**config.mk**
```make
export PLATFORM = sky130hd
export DESIGN_NAME = computer
export DESIGN_NICKNAME = d
export VERILOG_FILES = /design/src/rtl/computer.sv
export SDC_FILE = /design/constraint.sdc
export NUM_CORES = 1
export LEC_CHECK = 0
export CAP_MARGIN = 0
export CORE_AREA = 2 2 39 41
export DETAILED_ROUTE_END_ITERATION = 8
export DIE_AREA = 0 0 41 43
export GPL_TIMING_DRIVEN = 0
export HOLD_SLACK_MARGIN = 0.15
export PLACE_DENSITY = 0.76
export SYNTH_ARGS = -nofsm -noshare
export SYNTH_HDL_FRONTEND = slang
export SYNTH_SLANG_ARGS = --single-unit
```
**constraint.sdc**
```tcl
create_clock -name clk -period 2.44 [get_ports clk]
set_clock_uncertainty 0.2 [all_clocks]
set_input_delay 0.488 -clock clk [delete_from_list [all_inputs] [get_ports clk]]
set_output_delay 0.488 -clock clk [all_outputs]
set_load 0.1 [all_outputs]
```
**src/rtl/computer.sv**
```systemverilog
// Single-cycle 8-bit accumulator computer: PC, 256-word instruction ROM, registers A/B and ALU.
// One instruction retires per rising clk edge; reset is synchronous and active-low.

module computer_register #(
   parameter int unsigned DATA_W = 8
) (
   input  logic              clk,
   input  logic              rst_n,
   input  logic              i_we,
   input  logic [DATA_W-1:0] i_d,
   output logic [DATA_W-1:0] out
);

   logic [DATA_W-1:0] r_q;

   always_ff @(posedge clk) begin
      if (!rst_n) begin
         r_q <= '0;
      end else if (i_we) begin
         r_q <= i_d;
      end
   end

   assign out = r_q;

endmodule

module computer_imem #(
   parameter int unsigned PC_W    = 8,
   parameter int unsigned INSTR_W = 15
) (
   input  logic [PC_W-1:0]    i_addr,
   output logic [INSTR_W-1:0] o_instr
);

   // Contents are preloaded from outside by the bench.
   logic [INSTR_W-1:0] mem [0:(2**PC_W)-1];

   assign o_instr = mem[i_addr];

endmodule

module computer #(
   parameter int unsigned DATA_W  = 8,
   parameter int unsigned PC_W    = 8,
   parameter int unsigned INSTR_W = 15
) (
   input  logic              clk,
   input  logic              rst_n,
   output logic [DATA_W-1:0] a_out,
   output logic [DATA_W-1:0] b_out,
   output logic [PC_W-1:0]   pc_out
);

   logic [PC_W-1:0]    r_pc;
   logic [INSTR_W-1:0] w_instr;
   logic [6:0]         w_op;
   logic [DATA_W-1:0]  w_lit;
   logic [4:0]         w_grp;
   logic [1:0]         w_sel;
   logic [DATA_W-1:0]  w_a;
   logic [DATA_W-1:0]  w_b;
   logic [DATA_W-1:0]  w_x;
   logic [DATA_W-1:0]  w_y;
   logic [DATA_W-1:0]  w_u;
   logic [DATA_W-1:0]  w_res;
   logic               w_we_a;
   logic               w_we_b;

   computer_imem #(
      .PC_W    (PC_W),
      .INSTR_W (INSTR_W)
   ) IM (
      .i_addr  (r_pc),
      .o_instr (w_instr)
   );

   computer_register #(
      .DATA_W (DATA_W)
   ) regA (
      .clk   (clk),
      .rst_n (rst_n),
      .i_we  (w_we_a),
      .i_d   (w_res),
      .out   (w_a)
   );

   computer_register #(
      .DATA_W (DATA_W)
   ) regB (
      .clk   (clk),
      .rst_n (rst_n),
      .i_we  (w_we_b),
      .i_d   (w_res),
      .out   (w_b)
   );

   assign w_op  = w_instr[14:8];
   assign w_lit = w_instr[7:0];
   assign w_grp = w_op[6:2];
   assign w_sel = w_op[1:0];

   // Binary groups: sel[0] picks destination (and first operand), sel[1] picks literal.
   assign w_x = w_sel[0] ? w_b : w_a;
   assign w_y = w_sel[1] ? w_lit : (w_sel[0] ? w_a : w_b);
   // Unary groups: sel[0] picks source, sel[1] picks destination.
   assign w_u = w_sel[0] ? w_b : w_a;

   always_comb begin
      w_res  = '0;
      w_we_a = 1'b0;
      w_we_b = 1'b0;
      case (w_grp)
         5'd0: w_res = w_y;
         5'd1: w_res = w_x + w_y;
         5'd2: w_res = w_x - w_y;
         5'd3: w_res = w_x & w_y;
         5'd4: w_res = w_x | w_y;
         5'd5: w_res = w_x ^ w_y;
         5'd6: w_res = ~w_u;
         5'd7: w_res = {w_u[DATA_W-2:0], 1'b0};
         5'd8: w_res = {1'b0, w_u[DATA_W-1:1]};
         default: w_res = '0;
      endcase
      if (w_grp <= 5'd5) begin
         w_we_a = ~w_sel[0];
         w_we_b = w_sel[0];
      end else if (w_grp <= 5'd8) begin
         w_we_a = ~w_sel[1];
         w_we_b = w_sel[1];
      end
   end

   always_ff @(posedge clk) begin
      if (!rst_n) begin
         r_pc <= '0;
      end else begin
         r_pc <= r_pc + 1'b1;
      end
   end

   assign a_out  = w_a;
   assign b_out  = w_b;
   assign pc_out = r_pc;

endmodule

```
Word-level counts from Yosys, hierarchy flattened
Cells that the tools add are included. Widths: inputs -> output; s select.

Bits in registers: 24. Input port bits: 2. Output and inout bits: 24. Logic and storage cells: 31.

$add $sub $neg: 3. Order comparisons: 2. Equality and inequality tests: 8. Multiplexer cells: 8. Bitwise gates (word level): 6. Reduce and logical (&&, ||, !) cells: 1.

Operator list (count): $pmux 8 s9 (1); $mux 8 (3); $eq 5x3->1 const AB (4); $eq 5x2->1 const AB (2); $add 8x1->8 const B (1); $add 8x8->8 (1); $and 8x8->8 (1); $not 8->8 (1); $or 8x8->8 (1); $sub 8x8->8 (1); $xor 8x8->8 (1); $eq 5x1->1 const AB (1); $eq 5x4->1 const AB (1); $le 5x3->1 const AB (1); $le 5x4->1 const AB (1); $logic_not 5->1 const A (1); $mux 1 (4); $not 1->1 const A (2).

Longest topological paths before layout
Gate-level depths: netlist of run 1.

Depth in word-level cells: 4. Gate-level depth with buffers: 4. Gate-level depth less buffers: 4.

By module
From an unflattened synthesis of run 1, not the netlist that was laid out.

Cells, all modules: 275. Area, all modules: 2502.4 um^2.

Modules (own cells, without submodules): computer (times used 1, cells an instance 209, area an instance 1783.0 um^2, seq. area each 160.2 um^2); computer_register (times used 2, cells an instance 25, area an instance 301.5 um^2, seq. area each 160.2 um^2); computer_imem (times used 1, cells an instance 16, area an instance 116.4 um^2, seq. area each 0.0 um^2).

Worst setup path after synthesis of run 1
Ideal clock, no wire load.

Path type: register -> register. From: register r_pc[0] (netlist: pc_out[0]). To: register r_pc[4] (netlist: pc_out[4]). Setup time: 0.115 ns. Arrival time: 1.778 ns. Data required time: 2.125 ns. Setup slack: 0.347 ns. Cell stages (with the launch flop): 5. Path buffers: 0. Period minus slack after synthesis: 2.093 ns. Cell sequence: dfxtp_1 ha_1 nand3_1 xnor2_1 and2_1.

Cells in the longest elaborated chain, start to end: 1.

Ends and longest elaborated chain: start, declared (line 55) `logic [PC_W-1:0] r_pc;`; start signal, assigned (line 138) `r_pc <= r_pc + 1'b1;`; $add 8x1->8 (line 138).

No other way between the ends. A chain may end at the register's enable or synchronous reset.

Worst setup path after layout of run 1
From: register r_pc[2] (netlist: pc_out[2]). To: output pc_out[2].

RTL lines: end, declared (line 52) `output logic [PC_W-1:0] pc_out`.

No word-level cell between the ends.

==> metrics.md, run 1 <==
| Metric | Value |
|---|---|
| Antenna violations before repair | `0` |
| DR pass1 iterations | `3` |
| Critical R2R Launch | `pc_out[0]` |
| R2R setup slack | `1.07 ns` |
| Worst-path clk slew | `about 0.060 ns` |
| IO Pins | `26` |
| Hold Path End | `pc_out[7]` |
| Slowest stage delay, CP | `approximately 0.9 ns` |
| Synth Instances | `50` |
| Rows | `14` |
| Die X-Extent | `41 µm` |
| Final setup vio count | `0` |
| Buf+Inv Stages, Crit Path | `1` |
| Total number of vias | `about 350` |
| Core Region | `about 0.0014 mm²` |
| Seq/Total Area, Yosys | `35.46%` |
| Worst r2r dst | `pc_out[4]` |
| Final number of max-transition violations | `0` |
| Mapped Area | `451.7 µm²` |
| Detailed Route WL | `761 µm` |
| Startpoint types | `flop` |
| Share of cells above drive strength 1 | `25.97%` |
| CTS max path bufs | `2` |
| Fmax | `approximately 440 MHz` |
| Leak | `~0.00037 µW` |
| Data arrival, critical path | `1.59 ns` |
| HP Class | `reg2reg` |
| Final hold violations | `0` |
| CTS buffer count | `3` |
| Fin util | `45.84%` |
| Antenna violation net count after detailed routing | `0` |
| GRT Residual Overflow | `0` |
| Worst slew margin | `35.76%` |
| Nets | `82` |
| Synthesized area per cell | `around 9 µm²` |
| Crit Path Max Fanout | `6` |
| CP endpoint kind | `output port` |
| WP depth | `1` |
| Worst hold path cell count | `2` |
| R2R cell count | `4` |
| Pin count of the biggest net entering global routing | `11` |
| Gr usage total | `9.384%` |
| Distinct cell type count after synthesis | `17` |
| Die ar. | `0.001763 mm²` |
| WL/cell | `8.183 µm` |
| Number of global-route vias before repair | `270` |
| Slowest stage cell, crit path | `dlygate4sd2_1` |
| Pwr Density | `657.8 mW/mm²` |
| Synth-to-Final Area Change | `40.44%` |
| Vias per cell | `3.806` |
| Diode count | `0` |
| Start point of the worst hold path | `pc_out[7]` |
| Worst Tran Pin Value | `between 0.9 and 1 ns` |
| Clock Sinks | `8` |
| Initial Util | `32.64%` |
| #FFs+latches synth | `8` |
| CTS Root Cell | `clkbuf_4` |
| I/O Buffers | `9` |
| Worst EP required | `1.75 ns` |
| WS Path Type | `reg2out` |
| Initial drt markers | `4` |
| CP cell instances | `dlygate4sd2_1` |
| RSZ-0062 raised after global routing | `false` |
| GPL Wtd Cong | `between 0.6 and 0.7` |
| Minimum clock period | `2.278 ns` |
| Maximum VDD drop | `roughly 0.34 mV` |
| Top Family by Delay on Critical Path | `buffers and inverters` |
| Status | `finished, final reports clean` |
| Htree depth | `1` |
| Most frequent cells in the layout | `buf_4 (16), conb_1 (16), dfxtp_1 (8), dlygate4sd2_1 (7), nand3_1 (5)` |
| Max-Cap Viols | `0` |
| Insertion delay to the later sink of the worst-skew pair | `0.25 ns` |
| First-pass GRT wire length | `1097 µm` |
| CTS tree | `done` |
| Post-route DRC violation count | `0` |
| Number of flip-flops under the largest register name | `8` |
| Post-route setup TNS | `0 ns` |
| Synth Warn # | `0` |
| Die height | `roughly 43 µm` |
| Crit share post-route | `93.37%` |
## worst reg2reg max path, stage by stage (launching register included)
cell and delay, ns:
dfxtp_1 0.42, ha_1 0.26, nand3_1 0.11, xnor2_1 0.13
and2_1 0.15
## worst max-delay path by stage
stage	start	endpoint	slack, ns
final	pc_out[2]	pc_out[2]	0.16
after CTS	pc_out[7]	pc_out[7]	0.02
after detailed placement	pc_out[2]	pc_out[2]	0.15
after floorplan	pc_out[0]	pc_out[4]	0.35
after global routing	pc_out[2]	pc_out[2]	0.11
after global placement	pc_out[2]	pc_out[2]	0.17
## synth_stat cells
cell type | number | share of area [%]
a21boi_1 | 1 | 1.7
and2_1 | 4 | 5.5
and3_2 | 1 | 1.7
buf_4 | 16 | 27
conb_1 | 1 | 0.83
dfxtp_1 | 8 | 35
ha_1 | 1 | 2.8
mux2i_1 | 2 | 4.4
nand2_1 | 2 | 1.7
nand2b_1 | 2 | 2.8
nand3_1 | 5 | 5.5
nand4_1 | 1 | 1.4
nor2b_1 | 1 | 1.4
o21ai_0 | 1 | 1.1
or3_1 | 1 | 1.4
xnor2_1 | 2 | 3.9
xor2_1 | 1 | 1.9
## where the power goes
group | switching (µW) | leakage [µW] | internal, µW
sequential | 6.31 | 0.0000651 | 135
combinational | 147 | 0.000295 | 27.1
clock | 46.0 | 0.0000138 | 56.4
total | 199 | 0.000373 | 218
## stage by stage
stage	cells	area [µm²]	hold WS (ns)	total power, µW	setup slack (ns)
floorplan	65	508.0	0.4097	305.8	0.3470
CTS	93	631.9	0.2877	418.8	0.02189
finish	93	634.4	0.2775	417.3	0.1618
global placement	90	618.1	0.2689	318.7	0.1745
global route	93	634.4	0.3217	432.9	0.1146
detailed placement	90	618.1	0.2803	319.4	0.1508
## per-layer routing
metal / vias up / global-route usage (%) / wire length, µm
met1: 151 / 11.11 / 329
li1: 186 / - / -
met2: 17 / 13.75 / 345
met3: 0 / 1.571 / 86
met5: - / 0 / 0
met4: 0 / 8.000 / 0
## kinds of logic after synthesis
kind of cell    count (synthesis)  synth area share, %
compound gates                  2                2.770
xor+xnor                        3                5.818
fa+ha+maj                       1                2.770
buf+inv                        16                26.59
flops                           8                35.46
mux                             2                4.432
other cells                     1               0.8302
simple gates                   17                21.33
## layout make-up
cell class	instances	area, µm²
Buffer	16	120.1
Multi-Input combinational cell	41	227.7
Tap cell	16	20.02
Sequential cell	8	160.2
Fill cell	142	749.5
Timing Repair Buffer	9	83.83
Clock buffer	3	22.52
## what timing repair did
| action | CTS | global route |
|---|---|---|
| gates resized for setup | 7 | 1 |
| endpoints found under the setup margin | 7 | 1 |
| pin swaps | 0 | 0 |
| hold endpoints to repair | 0 | 0 |
| hold buffers | 0 | 0 |
| buffers inserted | 0 | 0 |
Note: power is estimated with default switching activity, not from simulation.
==> run 2, diff against run 1 <==
CORE_AREA = 10 10 47 49   (was 2 2 39 41)
DIE_AREA = 0 0 57 59   (was 0 0 41 43)
==> metrics.md, run 2 (same netlist as run 1, synthesis figures left out) <==
| Metric | Value |
|---|---|
| Worst Tran Pin Value | `around 1 ns` |
| Initial drt markers | `3` |
| Pin count of the biggest net entering global routing | `11` |
| Post-route setup TNS | `0 ns` |
| First-pass GRT wire length | `1649 µm` |
| Max-Cap Viols | `0` |
| Pwr Density | `651.9 mW/mm²` |
| Tot Pwr | `413.6 µW` |
| R2R setup slack | `roughly 1.1 ns` |
| CTS Root Cell | `clkbuf_4` |
| Switch share | `47.24%` |
| WP depth | `1` |
| RSZ-0062 raised after global routing | `false` |
| Psw | `195.4 µW` |
| I/O Buffers | `9` |
| CTS tree | `done` |
| Worst EP required | `1.75 ns` |
| Crit share post-route | `roughly 93%` |
| Status | `finished, final reports clean` |
| GPL Wtd Cong | `0.6956` |
| Worst slew margin | `35.08%` |
| P_int | `218.2 µW` |
| Top Family by Delay on Critical Path | `buffers and inverters` |
| Worst-path clk slew | `0.05 ns` |
| Comb pwr share | `42.2%` |
| Startpoint types | `flop` |
| Number of flip-flops under the largest register name | `8` |
| Slowest stage cell, crit path | `dlygate4sd2_1` |
| WL/cell | `10.09 µm` |
| Nets | `82` |
| Crit Path Max Fanout | `6` |
| Antenna violation net count after detailed routing | `0` |
| Final number of max-transition violations | `0` |
| Leak | `0.0003735 µW` |
| Share of cells above drive strength 1 | `between 20% and 30%` |
| Maximum VDD drop | `~0.33 mV` |
| Gr usage total | `6.010%` |
| # hold bufs at CTS | `0` |
| Worst r2r dst | `pc_out[4]` |
| Initial Util | `32.23%` |
| Die X-Extent | `57 µm` |
| Start point of the worst hold path | `pc_out[7]` |
| Diode count | `0` |
| Worst hold path cell count | `2` |
| Die ar. | `0.003363 mm²` |
| WS Path Type | `reg2out` |
| Antenna violations before repair | `0` |
| Detailed Route WL | `~940 µm` |
| Rows | `14` |
| Buf+Inv Stages, Crit Path | `1` |
| Clock Sinks | `8` |
| Fmax | `441.0 MHz` |
| CTS buffer count | `3` |
| Insertion delay to the later sink of the worst-skew pair | `0.25 ns` |
| CP cell instances | `dlygate4sd2_1` |
| Final setup vio count | `0` |
| DR pass1 iterations | `2` |
| Minimum clock period | `2.267 ns` |
| Sequential power share | `34.1%` |
| Slowest stage delay, CP | `0.90 ns` |
| Die height | `59 µm` |
| Htree depth | `1` |
| CP endpoint kind | `output port` |
| Most frequent cells in the layout | `buf_4 (16), conb_1 (16), dfxtp_1 (8), dlygate4sd2_1 (7), nand3_1 (5)` |
| HP Class | `reg2reg` |
| IO Pins | `26` |
| Part of the power in the clock network | `between 20% and 30%` |
| CTS max path bufs | `2` |
| Vias per cell | `3.731` |
| Post-route DRC violation count | `0` |
| GRT Residual Overflow | `0` |
| R2R cell count | `4` |
| Hold Path End | `pc_out[7]` |
| Core Region | `0.001401 mm²` |
| Synth-to-Final Area Change | `40.44%` |
| Final hold violations | `0` |
| Number of global-route vias before repair | `385` |
| Total number of vias | `around 350` |
| Data arrival, critical path | `1.58 ns` |
| Critical R2R Launch | `pc_out[0]` |
-- run 2: cell type report --
type,instances,area [µm²]
fill,159,767.0
clock buffer,3,22.52
timing repair buffer,9,83.83
tap,16,20.02
multi-input combinational,41,227.7
buffer,16,120.1
sequential,8,160.2
-- run 2: how the worst max path moves through the flow --
stage | startpoint | end | slack, ns
2_1_floorplan | pc_out[0] | pc_out[4] | 0.35
3_3_place_gp | pc_out[2] | pc_out[2] | 0.16
3_5_place_dp | pc_out[0] | pc_out[0] | 0.14
4_1_cts | pc_out[7] | pc_out[7] | 0.01
5_1_grt | pc_out[0] | pc_out[0] | 0.10
6_report | pc_out[0] | pc_out[0] | 0.17
-- run 2: power groups by stage --
stage                     clock, µW  combinational (µW)  sequential, µW
after detailed placement          0                 176             144
after CTS                       103                 173             141
final                          98.0                 174             141
after global placement            0                 175             144
after floorplan                   0                 133             173
after global routing            112                 180             142
-- run 2: stage by stage --
stage | hold slack [ns] | cell area, µm² | instances | worst slack (ns) | util (%)
6_report | 0.2814 | 634.4 | 93 | 0.1726 | 45.27
5_1_grt | 0.3385 | 634.4 | 93 | 0.1028 | 45.27
4_1_cts | 0.2904 | 631.9 | 93 | 0.01196 | 45.09
3_5_place_dp | 0.2818 | 618.1 | 90 | 0.1427 | 44.11
3_3_place_gp | 0.2693 | 618.1 | 90 | 0.1603 | 44.11
2_1_floorplan | 0.4097 | 508.0 | 65 | 0.3470 | -
-- run 2: layer usage --
layer / track usage [%] / wire length, µm / vias up
met3: 6.223 / 208 / 2
li1: - / - / 187
met2: 8.992 / 401 / 19
met5: 0 / 0 / -
met4: 2.013 / 12 / 0
met1: 5.461 / 316 / 139
-- run 2: timing repair --
item | 4_1_cts | 5_1_grt
setup endpoints to repair | 7 | 1
resized for setup | 7 | 1
pin swaps | 0 | 0
hold endpoints to repair | 0 | 0
buffers inserted | 0 | 0
-- run 2: worst min-delay path: stages (launching register included) --
cell	delay, ns
dfxtp_1	0.31
o21ai_0	0.07
a21boi_1	0.06
